File: config.mk
export PLATFORM = sky130hd
export DESIGN_NAME = sign_serial_subtractor
export DESIGN_NICKNAME = d
export VERILOG_FILES = /design/src/rtl/sign_serial_subtractor.sv
export SDC_FILE = /design/constraint.sdc
export NUM_CORES = 1
export LEC_CHECK = 0
export CORE_ASPECT_RATIO = 2
export CORE_MARGIN = 2
export CORE_UTILIZATION = 61
export CTS_CLUSTER_DIAMETER = 60
export CTS_CLUSTER_SIZE = 30
export DETAILED_ROUTE_END_ITERATION = 7
export DONT_BUFFER_PORTS = 1
export PLACE_DENSITY_LB_ADDON = 0.08
export SYNTH_ARGS = -nofsm -noshare
export SYNTH_HDL_FRONTEND = slang
export SYNTH_SLANG_ARGS = --single-unit
File: constraint.sdc
create_clock -name clk -period 3.1 [get_ports clk]
set_clock_uncertainty 0.1 [all_clocks]
set_input_delay 0.31 -clock clk [delete_from_list [all_inputs] [get_ports clk]]
set_output_delay 0.31 -clock clk [all_outputs]
set_load 0.05 [all_outputs]
File: src/rtl/sign_serial_subtractor.sv
// ---------------------------------------------------------------------------
// sign_serial_subtractor
//
// Multi-cycle two's-complement subtractor for the ALU SUB/CMP path. It
// computes out = a - b - bin as a + ~b + ~bin. Each clock handles one
// STEP-bit slice, starting with the least significant slice, and the carry
// runs from one cycle to the next. After N = WIDTH/STEP slices, the result
// and the adder-style flags are registered and done pulses for one cycle.
//
// Parameters
//   WIDTH  operand/result width in bits
//   STEP   bits processed per clock; WIDTH must be a multiple of STEP
//
// Ports
//   clk    rising-edge clock
//   rst_n  asynchronous active-low reset (aborts any operation in flight)
//   start  request, sampled only while busy = 0
//   a, b   signed minuend / subtrahend, captured on an accepted start
//   bin    borrow-in, captured on an accepted start
//   busy   high while a subtraction is in progress
//   done   one-cycle pulse when out/flags hold a fresh result
//   out    signed difference, held until the next completion
//   of     signed overflow
//   cf     borrow-out (unsigned a < unsigned b + bin)
//   zf     out == 0
//   nf     out[WIDTH-1]
// ---------------------------------------------------------------------------
module sign_serial_subtractor #(
  parameter int WIDTH = 32,
  parameter int STEP  = 4
) (
  input  logic                    clk,
  input  logic                    rst_n,
  input  logic                    start,
  input  logic signed [WIDTH-1:0] a,
  input  logic signed [WIDTH-1:0] b,
  input  logic                    bin,
  output logic                    busy,
  output logic                    done,
  output logic signed [WIDTH-1:0] out,
  output logic                    of,
  output logic                    cf,
  output logic                    zf,
  output logic                    nf
);

  localparam int N     = WIDTH / STEP;
  localparam int CNT_W = (N > 1) ? $clog2(N) : 1;
  localparam logic [CNT_W-1:0] LAST_SLICE = CNT_W'(N - 1);

  localparam logic [0:0] ST_IDLE = 1'b0;
  localparam logic [0:0] ST_RUN  = 1'b1;

  // One slice of a + ~b + cin. The result is packed as
  // {carry out of the slice, carry into the slice MSB, slice sum}.
  // The carry into the MSB is needed only for the top slice, where it
  // feeds the signed-overflow flag.
  function automatic logic [STEP+1:0] slice_sub(
    input logic [STEP-1:0] x,
    input logic [STEP-1:0] y,
    input logic            cin
  );
    logic [STEP-1:0] s;
    logic            c;
    logic            c_msb;
    c     = cin;
    c_msb = cin;
    for (int i = 0; i < STEP; i++) begin
      c_msb = c;
      s[i]  = x[i] ^ ~y[i] ^ c;
      c     = (x[i] & ~y[i]) | (c & (x[i] ^ ~y[i]));
    end
    return {c, c_msb, s};
  endfunction

  logic [0:0]              state_q, state_d;
  logic [CNT_W-1:0]        cnt_q, cnt_d;
  logic [WIDTH-1:0]        a_sh_q, a_sh_d;
  logic [WIDTH-1:0]        b_sh_q, b_sh_d;
  logic                    c_q, c_d;
  logic [WIDTH-1:0]        res_q, res_d;
  logic signed [WIDTH-1:0] out_q, out_d;
  logic                    of_q, of_d;
  logic                    cf_q, cf_d;
  logic                    zf_q, zf_d;
  logic                    nf_q, nf_d;
  logic                    done_q, done_d;

  logic [STEP+1:0]         slice_r;
  logic [STEP-1:0]         slice_sum;
  logic                    slice_c_msb;
  logic                    slice_c_out;
  logic [WIDTH-1:0]        res_next;

  // The operand registers shift right one slice per cycle, so the active
  // slice is always in the low STEP bits. The result register shifts right
  // as well, and each new slice enters at the top. After N cycles, slice 0
  // has reached the bottom.
  always_comb begin
    slice_r     = slice_sub(a_sh_q[STEP-1:0], b_sh_q[STEP-1:0], c_q);
    slice_sum   = slice_r[STEP-1:0];
    slice_c_msb = slice_r[STEP];
    slice_c_out = slice_r[STEP+1];
    res_next    = res_q >> STEP;
    res_next[WIDTH-1 -: STEP] = slice_sum;
  end

  always_comb begin
    state_d = state_q;
    cnt_d   = cnt_q;
    a_sh_d  = a_sh_q;
    b_sh_d  = b_sh_q;
    c_d     = c_q;
    res_d   = res_q;
    out_d   = out_q;
    of_d    = of_q;
    cf_d    = cf_q;
    zf_d    = zf_q;
    nf_d    = nf_q;
    done_d  = 1'b0;

    case (state_q)
      ST_IDLE: begin
        if (start) begin
          state_d = ST_RUN;
          cnt_d   = '0;
          a_sh_d  = a;
          b_sh_d  = b;
          c_d     = ~bin;
          res_d   = '0;
        end
      end

      ST_RUN: begin
        a_sh_d = a_sh_q >> STEP;
        b_sh_d = b_sh_q >> STEP;
        c_d    = slice_c_out;
        res_d  = res_next;
        cnt_d  = cnt_q + 1'b1;
        if (cnt_q == LAST_SLICE) begin
          // At the top slice, the slice carries are the carries at bit WIDTH-1.
          state_d = ST_IDLE;
          cnt_d   = '0;
          out_d   = res_next;
          cf_d    = ~slice_c_out;
          of_d    = slice_c_msb ^ slice_c_out;
          zf_d    = ~|res_next;
          nf_d    = res_next[WIDTH-1];
          done_d  = 1'b1;
        end
      end

      default: begin
        state_d = ST_IDLE;
        cnt_d   = '0;
      end
    endcase
  end

  always_ff @(posedge clk or negedge rst_n) begin
    if (!rst_n) begin
      state_q <= ST_IDLE;
      cnt_q   <= '0;
      a_sh_q  <= '0;
      b_sh_q  <= '0;
      c_q     <= 1'b0;
      res_q   <= '0;
      out_q   <= '0;
      of_q    <= 1'b0;
      cf_q    <= 1'b0;
      zf_q    <= 1'b0;
      nf_q    <= 1'b0;
      done_q  <= 1'b0;
    end else begin
      state_q <= state_d;
      cnt_q   <= cnt_d;
      a_sh_q  <= a_sh_d;
      b_sh_q  <= b_sh_d;
      c_q     <= c_d;
      res_q   <= res_d;
      out_q   <= out_d;
      of_q    <= of_d;
      cf_q    <= cf_d;
      zf_q    <= zf_d;
      nf_q    <= nf_d;
      done_q  <= done_d;
    end
  end

  assign busy = (state_q == ST_RUN);
  assign done = done_q;
  assign out  = out_q;
  assign of   = of_q;
  assign cf   = cf_q;
  assign zf   = zf_q;
  assign nf   = nf_q;

endmodule

==> flow_summary.ini <==
[outcome]
outcome = complete, but fails checks
violations = hold timing

[pwr]
switchingPower_mw = 2.97
pwr-share-clk_pct = 27.2
cell_internal_pwr_mw = 4.80
p_leak_nw = 3.33
p_per_area_nw_per_um2 = 1110
sequentialPowerShare_pct = 49.4
ir_worst_vdd_mv = 0.582
swShare_pct = 38.2
combPwrFrac_pct = 23.4

[critical_path]
cp.required_ns = 3.31
path_class = register to register
critical_path_buf_inv_count = 2
path_cells = inv_1, fa_1, fa_1, inv_1, fa_1, fa_1, nor4b_1, nand4_1, o31ai_1
cp_num_cells = 9
cpPeakStageDelay_ns = 0.53
ff2ff_path_depth = 9
endpoint = zf
cp.arrival_ns = 2.82
path_max_fanout = 3
critPathTopFamily = adder cells
worst_path_max_delay_cell = fa_1
r2r_slack_ns = 0.49
r2r-end = zf
startpoint = b_sh_q[0]
start_kind = register
crit_path_end_kind = register
crit_top_cell = fa_1
r2r_start = b_sh_q[0]

[cells_and_area]
syn2layout_area_growth_pct = 17.5
antenna_cells = 0
final_layout_size_suffix_gt1_share_pct = 11.7
seqCellArea_um2 = 3330
nNetsFinal = 616
fin_cells = 661
multi_input_area_um2 = 2340
layout_commonest_cell = dfrtp_1
fillers = 639
layout_common_cells = 132 x dfrtp_1, 89 x nand2_1, 66 x mux2i_1, 48 x dlygate4sd3_1, 46 x o21ai_1

[routing]
routed.top_layer = met4
drt_iter0_drc = 272
routedLengthMet1_um = 4860
first_pass_iters = 6
dr_wl_met2_um = 5890
vias = 3717
drt-total-wl_um = 11500
viasPerCell = 5.62
dr_wl_met3_um = 560
post_drt_wl_per_cell_um = 17.4
ant_nets = 0
drc = 0

[flow_run]
max_cap_viol_count = 0

[placement]
dpl.hpwl_um = 6860
portBuffers = 0
dp.cells = 580
place.gp.congestion = 0.764

[sta]
setup_viol = 0
finalHoldViolCount = 133
relSlewSlack_pct = 38.8
tightest_slew_ns = 0.917
fin_tns_setup_ns = 0
fmax_mhz = 383
timing.hold.ws_ns = -0.515
final_max_slew_viol_count = 0
fin_crit_sh_pct = 84.2
rsz0062_at_grt = false
finalCriticalPeriod_ns = 2.61

[logic_synthesis]
netlist_instances = 508
yosysSeqAreaShare_pct = 56.1
synth_area_per_cell_um2 = 11.7
syn_area_um2 = 5930
synth_fp_nets = 582
ys_types = 26
yosys_warnings = 0
synth_seq_cells = 133

[cts]
cts_max_level = 4
cts_resized = 0
cts.clk_slew.worst_paths_ns = 0.06
post-cts-setup-buffers = 0
postCtsHoldBufs = 49
numCtsBuffers = 17
cts_buffer_depth = 2
cts.sinks = 133
clk_latency_ns = 0.41
cts_tree = built
clockRootBuffer = clkbuf_16

[floorplanning]
start_util_pct = 62.0
die_area_um2 = 10600
rows = 51
die_h_um = 143
ios = 106
dieWidth_um = 73.7
fp.coreArea_um2 = 9570

[global_routing]
grt_max_degree = 184
grt_pass1_wl_um = 18800
grt_overflow = 0
grtUsageTotal_pct = 23.4
antenna_found_initial = 0
grt_pass1_vias = 3762

[worst_hold_path]
hold_class = input port to async pin
## cell families (layout without fill, tap and decap cells)
group,after synthesis,after routing,synth area share (%)
compound gates,92,92,7.99
buf+inv,42,89,4.51
simple gates,137,137,10.5
fa+ha+maj,6,6,1.77
mux,97,97,19.0
xor+xnor,1,1,0.148
flops,133,133,56.1
## per-layer routing
layer  GRT usage [%]  vias to the layer above
met3            7.50                       16
li1                -                     1800
met4            9.19                        0
met5               0                        -
met1            30.2                     1807
met2            36.5                       94
## per-stage QoR
step / power [mW] / instance area (um^2) / worst slack, ns / util [%]
floorplan: 5.26 / 5930 / 0.659 / -
global placement: 5.58 / 5850 / 0.550 / 61.1
detailed placement: 5.63 / 5850 / 0.500 / 61.1
CTS: 7.82 / 6970 / 0.474 / 72.8
global route: 8.23 / 6970 / 0.269 / 72.8
finish: 7.76 / 6970 / 0.491 / 72.8
## sequential cells by signal, indices dropped and copies added (netlist names), 3 cells and up
register  cells
a_sh_q       32
b_sh_q       32
cnt_q         3
out          32
res_q        28
## synth_stat cells
| cell type | n | area [um^2] |
|---|---|---|
| o31ai_1 | 1 | 7.51 |
| xnor2_1 | 1 | 8.76 |
| buf_6 | 10 | 113 |
| inv_1 | 7 | 26.3 |
| a211oi_1 | 1 | 7.51 |
| mux2_4 | 31 | 465 |
| nor4b_1 | 2 | 17.5 |
| nand2b_1 | 27 | 169 |
| o22ai_1 | 1 | 6.26 |
| nor2b_1 | 1 | 6.26 |
| mux2i_1 | 66 | 661 |
| buf_4 | 6 | 45.0 |
| nor4_1 | 6 | 37.5 |
| nand2_1 | 89 | 334 |
| fa_1 | 4 | 80.1 |
| a22o_1 | 2 | 17.5 |
| o21ai_1 | 46 | 230 |
| nand2_4 | 1 | 11.3 |
| clkbuf_1 | 9 | 33.8 |
| buf_2 | 10 | 50.1 |
| o21ai_0 | 40 | 200 |
| a21oi_1 | 1 | 5.00 |
| nand4_1 | 2 | 12.5 |
| ha_1 | 2 | 25.0 |
| dfrtp_1 | 133 | 3330 |
| nor2_1 | 9 | 33.8 |
## power groups by stage
stage                     clock network (mW)  registers [mW]  logic (mW)
after floorplan                            0            3.65        1.61
after global placement                     0            3.85        1.73
after detailed placement                   0            3.87        1.76
after CTS                               2.14            3.85        1.84
after global routing                    2.22            3.94        2.07
final                                   2.11            3.83        1.82
## how the worst min path moves through the flow
stage                     end  cells past startpoint
CTS                    out[6]                      0
detailed placement     out[6]                      0
floorplan           a_sh_q[0]                      0
global placement       out[6]                      0
finish                 out[6]                      0
global route           out[3]                      0
## cell type report
| class | instances | area share (%) |
|---|---|---|
| flip-flops and latches | 133 | 47.8 |
| multi-input cells | 333 | 33.5 |
| repair buffers | 50 | 7.47 |
| clock buffers | 20 | 6.41 |
| clock inverters | 12 | 2.53 |
| well taps | 106 | 1.90 |
| inverters | 7 | 0.377 |
Power figures use the tool's default switching activity.
